**config.mk**
```make
export PLATFORM = sky130hd
export DESIGN_NAME = instr_fetch_decode
export DESIGN_NICKNAME = d
export VERILOG_FILES = /design/src/rtl/cpu_pkg.sv /design/src/rtl/instr_decoder.sv /design/src/rtl/instr_fetch_decode.sv
export SDC_FILE = /design/constraint.sdc
export NUM_CORES = 1
export LEC_CHECK = 0
export ABC_CLOCK_PERIOD_IN_PS = 3400
export CAP_MARGIN = 0
export CORE_UTILIZATION = 45
export CTS_BUF_LIST = sky130_fd_sc_hd__clkbuf_2
export DETAILED_ROUTE_END_ITERATION = 10
export PLACE_DENSITY = 0.92
export SYNTH_ARGS = -nofsm -noshare
export SYNTH_HDL_FRONTEND = slang
export SYNTH_SLANG_ARGS = --single-unit
```
**constraint.sdc**
```tcl
create_clock -name clk -period 3.4 [get_ports clk]
set_clock_uncertainty 0.05 [all_clocks]
set_input_delay 0.51 -clock clk [delete_from_list [all_inputs] [get_ports clk]]
set_output_delay 0.51 -clock clk [all_outputs]
set_load 0.005 [all_outputs]
```
**src/rtl/cpu_pkg.sv**
```systemverilog
// Shared definitions for the 12-bit microprocessor.
//   - Opcode constants (IR[11:8]).
//   - Accumulator source and ALU operation encodings.
//   - Fetch/decode FSM state encoding.
//   - Strobe bundle handed from the decoder to the execute unit.
package cpu_pkg;

    localparam logic [3:0] OP_ADD = 4'h5;
    localparam logic [3:0] OP_INC = 4'h9;
    localparam logic [3:0] OP_LD  = 4'hA;
    localparam logic [3:0] OP_ST  = 4'hB;
    localparam logic [3:0] OP_NOP = 4'hC;
    localparam logic [3:0] OP_LDI = 4'hD;
    localparam logic [3:0] OP_RST = 4'hE;

    typedef enum logic [1:0] {
        ASrcAlu = 2'd0,
        ASrcR   = 2'd1,
        ASrcImm = 2'd2
    } a_src_e;

    typedef enum logic [1:0] {
        AluNone = 2'd0,
        AluAdd  = 2'd1,
        AluInc  = 2'd2
    } alu_op_e;

    typedef enum logic [1:0] {
        StFetch  = 2'd0,
        StDecode = 2'd1,
        StExec   = 2'd2
    } state_e;

    typedef struct packed {
        logic    a_we;
        a_src_e  a_src;
        alu_op_e alu_op;
        logic    r_we;
        logic    soft_rst;
        logic    illegal;
    } strobes_t;

    localparam strobes_t STROBES_IDLE = '{
        a_we:     1'b0,
        a_src:    ASrcAlu,
        alu_op:   AluNone,
        r_we:     1'b0,
        soft_rst: 1'b0,
        illegal:  1'b0
    };

endpackage

```
**src/rtl/instr_decoder.sv**
```systemverilog
// Combinational opcode decoder.
//   opcode  : IR[11:8]
//   strobes : execute-unit control strobes for that opcode
// Undefined opcodes raise only 'illegal' and otherwise behave as nop.
module instr_decoder
    import cpu_pkg::*;
(
    input  logic [3:0] opcode,
    output strobes_t   strobes
);

    always_comb begin
        strobes = STROBES_IDLE;
        case (opcode)
            OP_ADD: begin
                strobes.a_we   = 1'b1;
                strobes.a_src  = ASrcAlu;
                strobes.alu_op = AluAdd;
            end
            OP_INC: begin
                strobes.a_we   = 1'b1;
                strobes.a_src  = ASrcAlu;
                strobes.alu_op = AluInc;
            end
            OP_LD: begin
                strobes.a_we  = 1'b1;
                strobes.a_src = ASrcR;
            end
            OP_ST: begin
                strobes.r_we = 1'b1;
            end
            OP_NOP: begin
                strobes = STROBES_IDLE;
            end
            OP_LDI: begin
                strobes.a_we  = 1'b1;
                strobes.a_src = ASrcImm;
            end
            OP_RST: begin
                strobes.soft_rst = 1'b1;
            end
            default: begin
                strobes.illegal = 1'b1;
            end
        endcase
    end

endmodule

```
**src/rtl/instr_fetch_decode.sv**
```systemverilog
// Instruction fetch and decode sequencer.
// Cycles FETCH -> DECODE -> EXEC -> FETCH, one instruction per three cycles
// without stalls. Owns the PC, the instruction register and the strobe register.
//   clk, rst    : clock (rising edge), asynchronous active-high reset
//   rom_addr    : program counter, drives the combinational ROM address
//   rom_data    : instruction word returned by the ROM
//   stall       : execute unit not ready; only honoured in EXEC
//   ir, imm     : instruction register and its immediate field IR[7:4]
//   exec_valid  : strobes are valid this cycle (EXEC)
//   a_we, a_src, alu_op, r_we, soft_rst, illegal : registered control strobes
module instr_fetch_decode
    import cpu_pkg::*;
#(
    parameter int unsigned WIDTH      = 12,
    parameter int unsigned ADDR_WIDTH = 4
) (
    input  logic                  clk,
    input  logic                  rst,
    output logic [ADDR_WIDTH-1:0] rom_addr,
    input  logic [WIDTH-1:0]      rom_data,
    input  logic                  stall,
    output logic [WIDTH-1:0]      ir,
    output logic [3:0]            imm,
    output logic                  exec_valid,
    output logic                  a_we,
    output logic [1:0]            a_src,
    output logic [1:0]            alu_op,
    output logic                  r_we,
    output logic                  soft_rst,
    output logic                  illegal
);

    localparam logic [WIDTH-1:0] IR_RESET = {OP_NOP, {(WIDTH - 4){1'b0}}};

    state_e                state_q, state_d;
    logic [ADDR_WIDTH-1:0] pc_q, pc_d;
    logic [WIDTH-1:0]      ir_q, ir_d;
    strobes_t              strb_q, strb_d;
    strobes_t              dec_strobes;
    logic                  commit;

    instr_decoder u_decoder (
        .opcode  (ir_q[WIDTH-1 -: 4]),
        .strobes (dec_strobes)
    );

    // Instruction retires on the first non-stalled EXEC cycle.
    assign commit = (state_q == StExec) && !stall;

    // FSM state register
    always_ff @(posedge clk or posedge rst) begin
        if (rst) begin
            state_q <= StFetch;
        end else begin
            state_q <= state_d;
        end
    end

    // FSM next state
    always_comb begin
        state_d = state_q;
        case (state_q)
            StFetch:  state_d = StDecode;
            StDecode: state_d = StExec;
            StExec:   state_d = commit ? StFetch : StExec;
            default:  state_d = StFetch;
        endcase
    end

    // FSM outputs
    always_comb begin
        exec_valid = (state_q == StExec);
        a_we       = strb_q.a_we;
        a_src      = strb_q.a_src;
        alu_op     = strb_q.alu_op;
        r_we       = strb_q.r_we;
        soft_rst   = strb_q.soft_rst;
        illegal    = strb_q.illegal;
        rom_addr   = pc_q;
        ir         = ir_q;
        imm        = ir_q[7:4];
    end

    // Datapath next state
    always_comb begin
        pc_d   = pc_q;
        ir_d   = ir_q;
        strb_d = strb_q;
        case (state_q)
            StFetch: begin
                ir_d   = rom_data;
                strb_d = STROBES_IDLE;
            end
            StDecode: begin
                strb_d = dec_strobes;
            end
            StExec: begin
                if (commit) begin
                    // The adder wraps naturally; rst forces zero, which also covers PC = max.
                    pc_d   = strb_q.soft_rst ? '0 : pc_q + ADDR_WIDTH'(1);
                    strb_d = STROBES_IDLE;
                end
            end
            default: begin
                strb_d = STROBES_IDLE;
            end
        endcase
    end

    always_ff @(posedge clk or posedge rst) begin
        if (rst) begin
            pc_q   <= '0;
            ir_q   <= IR_RESET;
            strb_q <= STROBES_IDLE;
        end else begin
            pc_q   <= pc_d;
            ir_q   <= ir_d;
            strb_q <= strb_d;
        end
    end

endmodule

```
Word level (Yosys, flattened, before mapping)
Cells that the tools add are included.

storage, ports and cells
  flip-flop bits (word level) = 26
  output and inout bits = 29

operators by class
  $add $sub $neg = 1
  equal/unequal tests = 10
  muxes and demuxes = 10
  reductions and logical operators = 6

operator list
  operator                                                                number
  4-bit equality test (second input constant)                             6
  8-bit one-hot mux with 2 select lines                                   1
  3-bit one-hot mux with 3 select lines                                   1
  8-bit two-way mux                                                       1
  7-bit OR reduction                                                      1
  2-bit one-hot mux with 3 select lines                                   1
  4-bit by 1-bit adder with 4-bit output (second input constant)          1
  4-bit by 3-bit equality test with 1-bit output (second input constant)  1
  4-bit two-way mux                                                       1
  2-bit one-hot mux with 2 select lines                                   1
  1-bit two-way mux                                                       3
  2-bit by 1-bit equality test with 1-bit output (second input constant)  1
  2-bit equality test (second input constant)                             1
  2-bit logical NOT                                                       1
  2-bit two-way mux                                                       1
  2-bit by 1-bit != test with 1-bit output (second input constant)        1
  2-bit AND reduction                                                     1
  2-bit OR reduction                                                      1
  1-bit logical AND                                                       1
  1-bit logical NOT                                                       1

Longest topological paths before layout
  depth in word-level cells = 4
  depth in mapped cells = 4

Hierarchy
Synthesis repeated with hierarchy kept, for this count alone.

second synthesis, totals
  cell total of the unflattened synthesis = 90
  area, all modules = 1161.1 sq um

by module, submodules not included
  module              instances  cells an instance  area each (sq um)  sequential area each (sq um)
  instr_fetch_decode  1          74                 1069.8             653.1
  instr_decoder       1          16                 91.3               0.0

Worst setup path after synthesis
Ideal clock, no wire load.

  path kind = input-to-reg
  start = input port stall
  end = register pc_q[3], in the netlist rom_addr[3]
  arrival = 1.321 ns
  required time = 3.255 ns
  setup slack = 1.934 ns
  stages on the path = 3
  buffers on the path = 0
  path through = or3b_4 or2_1 o31ai_1

on the way
  word-level cells in the longest chain between the ends = 3

RTL lines
  what                           RTL line                   text
  start, declared                instr_fetch_decode.sv:21   input logic stall,
  1-bit logical NOT              instr_fetch_decode.sv:48   assign commit = (state_q == StExec) && !stall;
  1-bit logical AND              instr_fetch_decode.sv:48
  2-bit AND reduction (no line)  --
  end signal, assigned           instr_fetch_decode.sv:116  pc_q <= pc_d;
  end, declared                  instr_fetch_decode.sv:36   logic [ADDR_WIDTH-1:0] pc_q, pc_d;

Every way passes these cells.
A chain may end at the register's enable or synchronous reset.

Worst setup path after layout
  start = register ir_q[10], in the netlist ir[10]
  end = output port ir[10]

RTL lines
  what                    RTL line                   text
  start, declared         instr_fetch_decode.sv:37   logic [WIDTH-1:0] ir_q, ir_d;
  start signal, assigned  instr_fetch_decode.sv:117  ir_q <= ir_d;
  end, declared           instr_fetch_decode.sv:22   output logic [WIDTH-1:0] ir,

No word-level cell between the ends.

==> qor.yml <==
outcome: "completed"
syn_nets: 108
cts_root_buf: "clkbuf_2"
swShare_pct: 33.0
drv_cap: 0
synthFlopType: "dfrtp_1"
critPathBufInv: 1
grt_pass1_vias: 891
reg2reg_to: "ir[8]$_DFFE_PP0N_"
p_leak_nw: 0.657
r2r-start: "state_q[1]$_DFF_PP0_"
routedWlPerCell_um: 14.7
placed_cells: 157
clockBufferDepth: 2
cp-start-kind: "flip-flop"
synth_top_cell_by_area: "dfrtp_1"
fin_nets: 150
worstPathCellList: "clkdlybuf4s50_1"
place_congestion: 0.816
hold_path.class: "reg2reg"
hp-start: "rom_addr[3]$_DFFE_PP0P_"
hold_depth: 1
holdBufCountCts: 0
cp_top_family: "flip-flops"
grt_overflow_total: 0
synth_area_leaders: "dfrtp_1, mux2_2, dfstp_2"
drc_errors: 0
yosys-top-cells-count: "dfrtp_1, mux2_2, o21ai_0"
synthAdderAreaFrac_pct: 1.13
grt_max_degree: 27
ys_seq_area_share_pct: 59.0
p_comb_share_pct: 47.4
p_int_uw: 880
vdd_drop_max_v: 0.000630
yosysMostFrequentCell: "dfrtp_1"
p_per_area_mw_per_mm2: 845
core_area_mm2: 0.00228
cts_tree: "built"
cts_setup_buffers: 0
max_stage_delay_ns: 0.65
die_area_mm2: 0.00266
cp.arrival_ns: 1.51
totalWireLength_mm: 2.36
synthDistinctLibCells: 28
track_usage_pct: 21.4
ys.warnings.count: 0
yosys.area_share.simple_pct: 13.9
clock_latency_ns: 0.35
fp.dieW_um: 51.6
die-height_um: 51.6
r2r_setup_slack_ns: 1.57
clock_power_share_pct: 9.3
antenna_found_initial: 0
antenna_left: 0
worstPathRequired_ns: 2.84
clock.fmax_mhz: 482
drv_slew: 0
setup_tns_ns: 0
hold_violations: 0
dr.pass1.iters: 4
worstPathMaxFanout: 9
cts_buffers: 3
synth_edf_count: 0
muxShareOfSynthArea_pct: 11.2
drtIter0Drc: 13
synth.avg_cell_area_um2: 12.0
via_per_inst: 5.30
power_switching_uw: 434
power.share.sequential_pct: 43.3
async_reset_ff_share_pct: 100
cp_slowest_cell: "dfstp_2"
cts-htree-levels: 1
holdPathEnd: "rom_addr[3]$_DFFE_PP0P_"
port_buffers: 43
synth_cells: 92
synth_top_area_share_pct: 54.2
path_clk_slew_ns: 0.25
start_util_pct: 48.7
slew_headroom_pct: 33.7
drive_gt1_share_pct: 15.0
pin_count: 44
end_kind: "output port"
grt_setup_unrepaired: "no"
setup-violations-final: 0
grt_pass1_wl_mm: 4.09
synth_compound_area_share_pct: 10.6
synth_top_family_by_area: "simple AND/OR/NAND/NOR gates"
reg2reg_depth: 2
synth_xor_area_share_pct: 0
synth-seq-cells: 26
cts.sinks: 26
dr_total_vias: 853
cts_repair_resize_count: 0
syn_area_mm2: 0.00111
diodes: 0
tightestPinTransition_ns: 0.992
instances_no_fill: 161
fin_crit_ns: 2.07
dp_hpwl_mm: 1.77
areaGrowthSynthToFinish_pct: 40.3
timing.final.crit_share_pct: 61.0
worstSetupPathType: "reg2out"
num_rows: 17
power groups by stage:
stage	sequential [mW]	combinational, mW	clock (mW)
floorplan	0.560	0.311	0
global placement	0.562	0.606	0
detailed placement	0.576	0.626	0
CTS	0.569	0.629	0.124
global route	0.595	0.683	0.135
finish	0.569	0.623	0.122
metrics by stage:
stage	utilization (%)	area [µm²]	power (mW)	worst slack, ns	hold WS, ns
after floorplan	-	1110	0.871	1.93	0.419
after global routing	68.3	1550	1.41	1.24	0.492
after detailed placement	67.4	1530	1.20	1.44	0.427
after CTS	68.3	1550	1.32	1.30	0.454
after global placement	67.4	1530	1.17	1.46	0.417
final	68.3	1550	1.31	1.33	0.461
worst max-delay path by stage:
stage,startpoint,endpoint,slack [ns],cells after the start
final,ir[10]$_DFFE_PP1N_,ir[10],1.33,1
after global routing,ir[10]$_DFFE_PP1N_,ir[10],1.24,1
after CTS,ir[10]$_DFFE_PP1N_,ir[10],1.30,1
after detailed placement,stall,rom_addr[3]$_DFFE_PP0P_,1.44,4
after global placement,stall,rom_addr[3]$_DFFE_PP0P_,1.46,4
after floorplan,stall,rom_addr[3]$_DFFE_PP0P_,1.93,3
cells by family (layout without fill, tap and decap cells):
group                    count (synthesis)  after routing
multiplexers                            11             11
adder cells (fa/ha/maj)                  1              1
buffers and inverters                    8             49
AND/OR/NAND/NOR                         28             28
flip-flops                              26             26
AO/OA/AOI/OAI                           18             18
routing by layer:
layer  GRT usage (%)  vias up  share of wire [%]
li1                -      399                  -
met1            26.3      417                 43
met2            34.0       31                 49
met3            4.39        6                4.8
met4            14.0        0                3.1
met5               0        -                  0
state kept, by name, summed over array words and instances (netlist names), 2 cells and up:
name and flops:
rom_addr 4, alu_op 2, state_q 2, a_src 2, ir 12
cell type report:
cell class              count  area [µm²]
clock buffers               4        20.0
fillers                   170         722
inverters                   2        7.51
multi-input cells          58         408
flip-flops and latches     26         653
well taps                  28        35.0
repair buffers             43         430
placed cells by master, fill, tap and decap left out:
| master | netlist | routed |
|---|---|---|
| o211ai_1 | 1 | 1 |
| clkdlybuf4s50_1 | 0 | 43 |
| dfrtp_1 | 24 | 24 |
| mux2_2 | 11 | 11 |
| and3b_1 | 1 | 1 |
| nor3_1 | 1 | 1 |
| ha_1 | 1 | 1 |
| clkbuf_2 | 0 | 4 |
| o21a_1 | 1 | 1 |
| or2_2 | 2 | 2 |
| o21ai_0 | 9 | 9 |
| a22o_1 | 3 | 3 |
| o31ai_1 | 1 | 1 |
| inv_1 | 2 | 2 |
| a31oi_1 | 1 | 1 |
| nand2b_1 | 3 | 3 |
| a32o_1 | 1 | 1 |
| nor2b_1 | 4 | 4 |
| nor2_1 | 2 | 2 |
| nand4_1 | 1 | 1 |
| or3b_4 | 1 | 1 |
| dfstp_2 | 2 | 2 |
| nand2_1 | 8 | 8 |
| and2b_1 | 1 | 1 |
| or2_1 | 1 | 1 |
| a22oi_1 | 1 | 1 |
| nand3_1 | 3 | 3 |
Power figures use the tool's default switching activity.
